### config.mk
export PLATFORM = sky130hd
export DESIGN_NAME = pos_sweep_eval
export DESIGN_NICKNAME = d
export VERILOG_FILES = /design/src/rtl/pos_sweep_eval.sv
export SDC_FILE = /design/constraint.sdc
export NUM_CORES = 1
export LEC_CHECK = 0
export CAP_MARGIN = 20
export CORE_AREA = 4 4 86 88
export CTS_CLUSTER_SIZE = 20
export DETAILED_ROUTE_END_ITERATION = 10
export DIE_AREA = 0 0 90 92
export PLACE_DENSITY_LB_ADDON = 0.2
export SYNTH_ARGS = -nofsm -noshare
export SYNTH_HDL_FRONTEND = slang
export SYNTH_SLANG_ARGS = --single-unit
### constraint.sdc
create_clock -name clk -period 2.55 [get_ports clk]
set_input_delay 0.51 -clock clk [delete_from_list [all_inputs] [get_ports clk]]
set_output_delay 0.51 -clock clk [all_outputs]
set_load 0.02 [all_outputs]
### src/rtl/pos_sweep_eval.sv
// Programmable N-input product-of-sums evaluator.
// Direct registered lookup plus a handshake sweep that counts maxterms.
module pos_sweep_eval #(
  parameter int unsigned N = 4,
  parameter logic [(1<<N)-1:0] MASK_RESET = 16'hD6A8
) (
  input  logic              clk,
  input  logic              rst_n,
  input  logic              cfg_we,
  input  logic [(1<<N)-1:0] cfg_mask,
  input  logic              in_valid,
  input  logic [N-1:0]      in_vec,
  output logic              out_valid,
  output logic              out_s,
  input  logic              start,
  input  logic              abort,
  output logic              sw_valid,
  input  logic              sw_ready,
  output logic [N-1:0]      sw_idx,
  output logic              sw_s,
  output logic              busy,
  output logic              done,
  output logic [N:0]        zero_count
);

  typedef enum logic [1:0] {
    IDLE,
    SWEEP,
    FIN
  } state_e;

  state_e              state_q;
  logic [(1<<N)-1:0]   mask_q;
  logic [N-1:0]        idx_q;
  logic [N:0]          cnt_q;
  logic [N:0]          zc_q;
  logic                sv_q;
  logic                ss_q;
  logic                done_q;
  logic                ov_q;
  logic                os_q;

  logic                idle;
  logic                accept;
  logic                last;
  logic                zero_beat;
  logic [N-1:0]        idx_nxt;
  logic [N:0]          cnt_d;

  assign idle      = (state_q == IDLE);
  assign accept    = sv_q & sw_ready;
  assign last      = (idx_q == '1);
  assign zero_beat = ~ss_q;
  assign idx_nxt   = idx_q + N'(1);
  assign cnt_d     = cnt_q + (N+1)'(zero_beat);

  // The mask is frozen whenever the FSM is busy.
  always_ff @(posedge clk or negedge rst_n) begin
    if (!rst_n) begin
      mask_q <= MASK_RESET;
    end else if (cfg_we && idle) begin
      mask_q <= cfg_mask;
    end
  end

  always_ff @(posedge clk or negedge rst_n) begin
    if (!rst_n) begin
      ov_q <= 1'b0;
      os_q <= 1'b0;
    end else begin
      ov_q <= in_valid;
      os_q <= in_valid ? mask_q[in_vec] : 1'b0;
    end
  end

  always_ff @(posedge clk or negedge rst_n) begin
    if (!rst_n) begin
      state_q <= IDLE;
      sv_q    <= 1'b0;
      idx_q   <= '0;
      ss_q    <= 1'b0;
      cnt_q   <= '0;
      zc_q    <= '0;
      done_q  <= 1'b0;
    end else begin
      done_q <= 1'b0;
      unique case (state_q)
        IDLE: begin
          if (start) begin
            state_q <= SWEEP;
            sv_q    <= 1'b1;
            idx_q   <= '0;
            ss_q    <= cfg_we ? cfg_mask[0] : mask_q[0];
            cnt_q   <= '0;
          end
        end
        SWEEP: begin
          if (abort) begin
            state_q <= IDLE;
            sv_q    <= 1'b0;
            idx_q   <= '0;
            ss_q    <= 1'b0;
          end else if (accept) begin
            if (last) begin
              state_q <= FIN;
              sv_q    <= 1'b0;
              idx_q   <= '0;
              ss_q    <= 1'b0;
              zc_q    <= cnt_d;
              done_q  <= 1'b1;
            end else begin
              idx_q <= idx_nxt;
              ss_q  <= mask_q[idx_nxt];
              cnt_q <= cnt_d;
            end
          end
        end
        FIN: begin
          state_q <= IDLE;
        end
        default: begin
          state_q <= IDLE;
        end
      endcase
    end
  end

  assign out_valid  = ov_q;
  assign out_s      = os_q;
  assign sw_valid   = sv_q;
  assign sw_idx     = idx_q;
  assign sw_s       = ss_q;
  assign busy       = ~idle;
  assign done       = done_q;
  assign zero_count = zc_q;

endmodule
==> out/qor.yml, run 1 <==
status: "finished, final reports clean"
yosysTopAreaCell: "dfrtp_1"
yosysWarnings: 0
period_needed_ps: 2290
numPortBuffers: 41
routed-via-count: 1341
place_inst: 263
p_int_mw: 1.16
clk_path_buf_depth: 2
p_clk_frac: 0.264
grtUsageTotal: 0.112
max_freq_mhz: 437
cts_root_buf: "clkbuf_8"
peakVddDrop_v: 0.000294
drt.antenna.violating_nets: 0
synth_area_um2: 1890
critical_path_class: "flop to flop"
synth_edf_count: 0
drt_first_pass_iters: 4
ioPinCount: 42
cts_tree: "built"
async_flop_share: 1.00
wirelength_um: 4210
relSlewSlack: 0.677
required_ps: 2730
critPathBufInv: 0
numCtsBuffers: 5
tightest_slew_ps: 484
end_kind: "flop"
syn_nets: 171
area_delta_synth_final_pct: 32.5
finalSetupTns_ps: 0
slowest_delay_ps: 580
setup_viol: 0
clock_latency_ps: 280
ctsResizeCount: 0
syn_area_per_cell_um2: 13.4
seqPwrFrac: 0.480
first_iter_violations: 56
gp_congestion: 0.766
n_antenna_cell: 0
fin_crit_sh: 0.897
start_kind: "flop"
path_cells: "ha_1 -> mux4_1 -> mux4_2 -> a221o_1"
cts_hold_buf: 0
rows: 30
cp_slowest_cell: "mux4_1"
core_area_um2: 6640
slew_viol_final: 0
p_leak_nw: 1.03
final-instance-count-excl-fill: 271
netlist_top_cells_count: "dfrtp_1 (29), mux2_2 (19), dfstp_2 (8)"
post_cts_buffers: 0
nNetsFinal: 220
rsz0062_at_grt: "false"
synth_cell_types: 42
switchingPower_mw: 0.437
wire_per_inst_um: 15.5
die_w_um: 90
powerDensity_nw_per_um2: 637
skew_ps: 10.4
ys_seq_area_frac: 0.494
hold_class: "flop to flop"
hold_viol: 0
drt-vias-per-instance: 4.95
cts_max_level: 2
die_h_um: 92
arrival_ps: 2460
clkTransAtPathRegs_ps: 80
synthFlopType: "dfrtp_1"
drc: 0
dp_hpwl_um: 3230
synth_seq_cells: 37
grt_pass1_wl_um: 7490
antenna_found_initial: 0
cp_max_fo: 5
synth.area.top_cells: "dfrtp_1 (38%), mux2_2 (11%), dfstp_2 (11%)"
yosysMostFrequentCell: "dfrtp_1"
drive_gt1_frac: 0.277
critPathTopFamily: "multiplexers"
p_sw_frac: 0.273
clkSinkCount: 37
start_util: 0.285
drv_cap: 0
synth_largest_type_area_fraction: 0.383
syn_inst: 141
comb_power_share: 0.256
grt_pass1_vias: 1507
grt_max_degree: 38
overflow: 0
dieArea_um2: 8280
placed cells by master (no fill, tap or decap), drive strengths merged, types with 3 or more instances in the layout:
| cell type | count |
|---|---|
| a21o | 3 |
| a21oi | 4 |
| a22o | 3 |
| buf | 6 |
| clkbuf | 8 |
| clkdlybuf4s50 | 41 |
| dfrtp | 29 |
| dfstp | 8 |
| ha | 3 |
| inv | 3 |
| mux2 | 19 |
| mux4 | 10 |
| nand2 | 5 |
| nand2b | 3 |
| nand3 | 4 |
| nor2 | 6 |
| nor3 | 4 |
| o21ai | 6 |
| o31ai | 3 |
| xor2 | 3 |
metal layers:
| layer | GRT usage | vias to the layer above | share of wire |
|---|---|---|---|
| met2 | 0.185 | 41 | 0.49 |
| met4 | 0.0306 | 0 | 0.0098 |
| met1 | 0.140 | 658 | 0.44 |
| li1 | - | 637 | - |
| met5 | 0 | - | 0 |
| met3 | 0.0386 | 5 | 0.066 |
per-stage QoR:
step	power [mW]	setup WS [ps]	cell area, um^2	utilization	hold slack, ps
2_1_floorplan	1.03	279	1890	-	214
3_3_place_gp	1.19	162	2420	0.364	491
3_5_place_dp	1.20	138	2420	0.364	504
4_1_cts	1.63	241	2510	0.377	520
5_1_grt	1.71	148	2510	0.377	549
6_report	1.60	261	2510	0.377	515
kinds of logic (layout without fill, tap and decap cells):
family | after synthesis | count (layout) | synth area share
multiplexers | 30 | 30 | 0.243
AND/OR/NAND/NOR | 32 | 32 | 0.100
buffers and inverters | 8 | 58 | 0.0225
AO/OA/AOI/OAI | 27 | 27 | 0.101
flip-flops | 37 | 37 | 0.494
adder cells (fa/ha/maj) | 3 | 3 | 0.0198
XOR/XNOR | 4 | 4 | 0.0185
layout make-up:
type | instances | area, um^2
inverters | 3 | 11.3
multi-input cells | 96 | 915
clock buffers | 8 | 90.1
well taps | 80 | 100
fillers | 619 | 4140
repair buffers | 47 | 455
flip-flops and latches | 37 | 936
registers in the layout, summed over array words and instances (netlist names):
signal and cells:
mask_q 16, cnt_q 5, zero_count 5, sw_idx 4
state_q 2, done 1, out_s 1, out_valid 1
sw_s 1, sw_valid 1
power by group through the flow:
stage	clock [mW]	sequential, mW	combinational, mW
2_1_floorplan	0	0.766	0.263
4_1_cts	0.443	0.771	0.417
6_report	0.421	0.767	0.409
3_3_place_gp	0	0.783	0.404
3_5_place_dp	0	0.784	0.416
5_1_grt	0.470	0.786	0.454
worst reg2reg max path, cell delays in order (launching register included):
cell	delay (ps)
dfrtp_1	410
ha_1	420
mux4_1	580
mux4_2	470
a221o_1	300
worst paths after layout:
check / from / to / slack [ps] / cells after the start
max in group asynchronous: rst_n / mask_q[10] / 1530 / 2
worst max-delay path: sw_idx[1] / sw_s / 260 / 4
worst min-delay path: zero_count[0] / zero_count[0] / 510 / 1
worst min register to register: zero_count[0] / zero_count[0] / 510 / 1
worst max register to register: sw_idx[1] / sw_s / 260 / 4
min in group asynchronous: rst_n / sw_idx[2] / 650 / 2
Power figures use the tool's default switching activity.
==> run 2, diff against run 1 <==
--- a/config.mk
+++ b/config.mk
@@ -11,6 +11,7 @@
 export DETAILED_ROUTE_END_ITERATION = 10
 export DIE_AREA = 0 0 90 92
 export PLACE_DENSITY_LB_ADDON = 0.2
+export SLEW_MARGIN = 20
 export SYNTH_ARGS = -nofsm -noshare
 export SYNTH_HDL_FRONTEND = slang
 export SYNTH_SLANG_ARGS = --single-unit
==> constraint.sdc (replaced) <==
create_clock -name clk -period 2.55 [get_ports clk]
set_input_delay 0.51 -clock clk [delete_from_list [all_inputs] [get_ports clk]]
set_output_delay 0.51 -clock clk [all_outputs]
set_load 0.1 [all_outputs]
==> run 2 against run 1 <==
Effect of this change: non-clock buffer count stayed put; largest cell class unchanged; sequential power hardly changed; clock power up 28%; via count rose by 1.8%; design area shrank 0.20%; clock skew is 6.5 ps lower; register-to-register slack barely moved; first-iteration DRC count is 29% lower.
==> out/qor.yml, run 2 (synthesis results as in run 1) <==
status: "finished, final reports clean"
antenna_found_initial: 0
grtUsageMet3: 0.0402
drive_gt1_frac: 0.377
layout_commonest_cell: "dfrtp_1"
nNetsFinal: 220
relSlewSlack: 0.688
cts_tree: "built"
overflow: 0
rows: 30
core_area_um2: 6640
p_leak_nw: 1.06
grt.met1_usage: 0.135
cts_root_buf: "clkbuf_8"
skew_ps: 3.91
drt.antenna.violating_nets: 0
n_antenna_cell: 0
setup_ws_ps: 264
drt_first_pass_iters: 4
hold_ws_ps: 517
cts_max_level: 2
ioPinCount: 42
area_delta_synth_final_pct: 32.2
grtUsageTotal: 0.111
post-place-ws_ps: 128
rsz0062_at_grt: "false"
hold-path-cell-count: 1
numCtsBuffers: 5
end_kind: "flop"
busiest_layer: "met2"
grt_max_degree: 38
start_util: 0.285
die_h_um: 92
cts_hold_buf: 0
powerDensity_nw_per_um2: 722
layout_common_cells: "dfrtp_1 (27), clkdlybuf4s50_1 (26), buf_4 (21)"
routed-via-count: 1365
finalSetupTns_ps: 0
die_w_um: 90
slew_viol_final: 0
max_freq_mhz: 437
dieArea_um2: 8280
drt-vias-per-instance: 5.04
period_needed_ps: 2290
cp_max_fo: 5
postLayoutCellArea_um2: 2500
tightest_slew_ps: 469
clk_path_buf_depth: 2
largest_reg_flops: 16
numPortBuffers: 41
hold_class: "flop to flop"
required_ps: 2730
dp_hpwl_um: 3190
wirelength_um: 4230
drc: 0
fin_crit_sh: 0.896
critical_path_class: "flop to flop"
wire_per_inst_um: 15.6
clkSinkCount: 37
gp_congestion: 0.775
setup_viol: 0
drv_cap: 0
met2_usage: 0.176
post_cts_buffers: 0
grt_pass1_vias: 1487
r2r_cells: 4
peakVddDrop_v: 0.000256
clock_latency_ps: 290
start_kind: "flop"
arrival_ps: 2470
top_register: "mask_q"
postPlaceCellArea_um2: 2380
ctsResizeCount: 0
grt_pass1_wl_um: 7310
hold_viol: 0
clkTransAtPathRegs_ps: 80
first_iter_violations: 40
## run 2: area by class of cell
type | count | area (um^2)
Fill cell | 644 | 4140
Sequential cell | 37 | 938
Multi-Input combinational cell | 96 | 915
Timing Repair Buffer | 47 | 418
Tap cell | 80 | 100
Clock buffer | 6 | 82.6
Clock inverter | 2 | 37.5
Inverter | 3 | 11.3
## run 2: power by group
group,leakage (nW),switching [mW],internal [mW],total (mW)
Sequential,0.456,0.0719,0.696,0.768
Clock,0.0574,0.220,0.318,0.538
Combinational,0.551,0.263,0.239,0.502
Total,1.06,0.555,1.25,1.81
## run 2: worst paths after layout
kind | to | from | slack, ps
worst max-delay path | sw_s | sw_idx[1] | 260
worst min-delay path | zero_count[1] | zero_count[1] | 520
worst max register to register | sw_s | sw_idx[1] | 260
worst min register to register | zero_count[1] | zero_count[1] | 520
max in group asynchronous | mask_q[10] | rst_n | 1560
min in group asynchronous | zero_count[2] | rst_n | 640
## run 2: metrics by stage
| stage | total power, mW | instances | utilization |
|---|---|---|---|
| 4_1_cts | 1.84 | 271 | 0.377 |
| 2_1_floorplan | 1.13 | 141 | - |
| 3_5_place_dp | 1.29 | 263 | 0.359 |
| 6_report | 1.81 | 271 | 0.377 |
| 3_3_place_gp | 1.28 | 263 | 0.359 |
| 5_1_grt | 1.90 | 271 | 0.377 |
## run 2: routing by layer
metal / up-vias / wire length (um)
li1: 632 / -
met1: 686 / 1910
met2: 41 / 1980
met3: 6 / 252
met4: 0 / 87
met5: - / 0
## run 2: worst max-delay path, cell delays in order, from the launching register on
cell	delay [ps]
dfrtp_2	430
ha_1	410
mux4_1	570
mux4_2	470
a221o_1	300
==> run 3, diff against run 2 <==
--- a/config.mk
+++ b/config.mk
@@ -10,7 +10,9 @@
 export CTS_CLUSTER_SIZE = 20
 export DETAILED_ROUTE_END_ITERATION = 10
 export DIE_AREA = 0 0 90 92
+export GPL_TIMING_DRIVEN = 0
 export PLACE_DENSITY_LB_ADDON = 0.2
+export SKIP_LAST_GASP = 1
 export SLEW_MARGIN = 20
 export SYNTH_ARGS = -nofsm -noshare
 export SYNTH_HDL_FRONTEND = slang
==> constraint.sdc (replaced) <==
create_clock -name clk -period 2.55 [get_ports clk]
set_input_delay 0.3825 -clock clk [delete_from_list [all_inputs] [get_ports clk]]
set_output_delay 0.3825 -clock clk [all_outputs]
set_load 0.1 [all_outputs]
==> run 3 against run 2 <==
Effect of this change: die area unchanged; flip-flop and latch count unchanged; final cell count unchanged; non-clock buffer count unchanged; utilization increased by 0.94 points; power increased by 4.5%; clock-buffer cell count decreased by 1; via count about the same; first-iteration DRC count increased by 38%; sequential share of layout area decreased by 0.91 points; largest cell class unchanged; largest power group unchanged; highest routed layer unchanged.
==> out/qor.yml, run 3 (synthesis results as in run 1) <==
n_antenna_cell: 0
critPathBufInv: 1
setup_viol: 0
rsz0062_at_grt: "false"
antenna_found_initial: 0
seqPwrFrac: 0.406
postPlaceCellArea_um2: 2430
fin_util: 0.386
p_sw_frac: 0.296
wl_met3_um: 218
p_leak_nw: 1.06
cts_max_level: 2
p_clk_frac: 0.322
p_int_mw: 1.33
layout_commonest_cell: "clkdlybuf4s50_1"
drt-met1-wl_um: 1880
hold_class: "input port to asynchronous set/reset pin"
cp_max_fo: 5
layout_common_cells: "clkdlybuf4s50_1 (39), dfrtp_1 (27), mux2_2 (19)"
wire_per_inst_um: 15.8
seq_area_um2: 938
clk_path_buf_depth: 2
critical_path_class: "flop to flop"
die_h_um: 92
tightest_slew_ps: 967
dp_hpwl_um: 3290
hold_ws_ps: 7.76
core_area_um2: 6640
drv_cap: 0
dieArea_um2: 8280
total_power_mw: 1.89
relSlewSlack: 0.353
drt_first_pass_iters: 4
slew_viol_final: 0
start_kind: "flop"
arrival_ps: 2460
cts_tree: "built"
max_freq_mhz: 438
switchingPower_mw: 0.558
finalSetupTns_ps: 0
largest_reg_flops: 16
grt_pass1_wl_um: 7140
grt_max_degree: 24
r2r_start: "sw_idx[1]"
critPathTopFamily: "multiplexers"
clock_latency_ps: 290
numCtsBuffers: 5
numPortBuffers: 41
clkTransAtPathRegs_ps: 80
overflow: 0
wl_met2_um: 2150
fin_crit_sh: 0.895
routed-via-count: 1364
slowest_delay_ps: 540
peakVddDrop_v: 0.000291
gp_congestion: 0.806
cts_hold_buf: 0
powerDensity_nw_per_um2: 736
nNetsFinal: 220
status: "finished, final reports clean"
r2r_cells: 5
comb_power_share: 0.272
required_ps: 2730
period_needed_ps: 2280
drive_gt1_frac: 0.293
cp-startpoint: "sw_idx[1]"
reg2reg_to: "sw_s"
cp_slowest_cell: "mux4_1"
skew_ps: 9.03
drc: 0
reg2reg_slack_ps: 270
start_util: 0.285
cts_root_buf: "clkbuf_8"
drt-vias-per-instance: 5.03
end_kind: "flop"
path_cells: "ha_1 -> buf_6 -> mux4_1 -> mux4_2 -> a221o_1"
fill_cells: 628
wirelength_um: 4280
area_delta_synth_final_pct: 35.5
clkSinkCount: 37
routed.top_layer: "met4"
hold_viol: 0
grtUsageTotal: 0.109
drt.antenna.violating_nets: 0
first_iter_violations: 55
rows: 30
multi_input_area_um2: 915
grt_pass1_vias: 1426
ioPinCount: 42
postLayoutCellArea_um2: 2560
top_register: "mask_q"
die_w_um: 90
-- run 3: cell types whose count changed in the layout (fill, tap and decap cells not counted) --
cell | before | now
buf_16 | 0 | 1
buf_2 | 0 | 2
buf_4 | 21 | 1
buf_6 | 0 | 1
bufinv_16 | 1 | 2
clkbuf_1 | 0 | 2
clkbuf_8 | 6 | 5
clkdlybuf4s50_1 | 26 | 39
clkinv_2 | 0 | 1
clkinvlp_4 | 1 | 0
dlymetal6s2s_1 | 0 | 1
-- run 3: how the worst max path moves through the flow --
stage / endpoint / slack [ps] / cells after the start
2_1_floorplan: sw_s / 80 / 5
3_3_place_gp: sw_idx[1] / 100 / 1
3_5_place_dp: out_s / 210 / 4
4_1_cts: busy / 20 / 3
5_1_grt: sw_idx[2] / 180 / 1
6_report: sw_s / 270 / 5
-- run 3: per-stage QoR --
step | cells | setup WS, ps
CTS | 271 | 15.0
detailed placement | 263 | 209
global placement | 262 | 101
global route | 271 | 179
floorplan | 141 | 78.0
finish | 271 | 267
-- run 3: per-layer routing --
layer  up-vias  track usage
met5         -            0
met4         0       0.0344
met3         4       0.0336
met2        33        0.192
met1       689        0.125
li1        638            -
-- run 3: final cells by class --
cell class / instances / share of cell area
Sequential cell: 37 / 0.366
Multi-Input combinational cell: 96 / 0.357
Timing Repair Buffer: 42 / 0.170
Tap cell: 80 / 0.0390
Clock buffer: 5 / 0.0268
Clock inverter: 3 / 0.0254
Buffer: 5 / 0.0122
Inverter: 3 / 0.00439
-- run 3: power groups by stage --
stage / Sequential (mW) / Clock [mW] / Combinational, mW
after floorplan: 0.848 / 0 / 0.278
after global placement: 0.772 / 0 / 0.507
after detailed placement: 0.779 / 0 / 0.521
after CTS: 0.768 / 0.627 / 0.523
after global routing: 0.779 / 0.651 / 0.558
final: 0.767 / 0.608 / 0.513
-- run 3: timing repair --
action / 4_1_cts / 5_1_grt
buffers inserted: 0 / 0
gates resized for setup: 0 / 1
setup endpoints to repair: 0 / 1
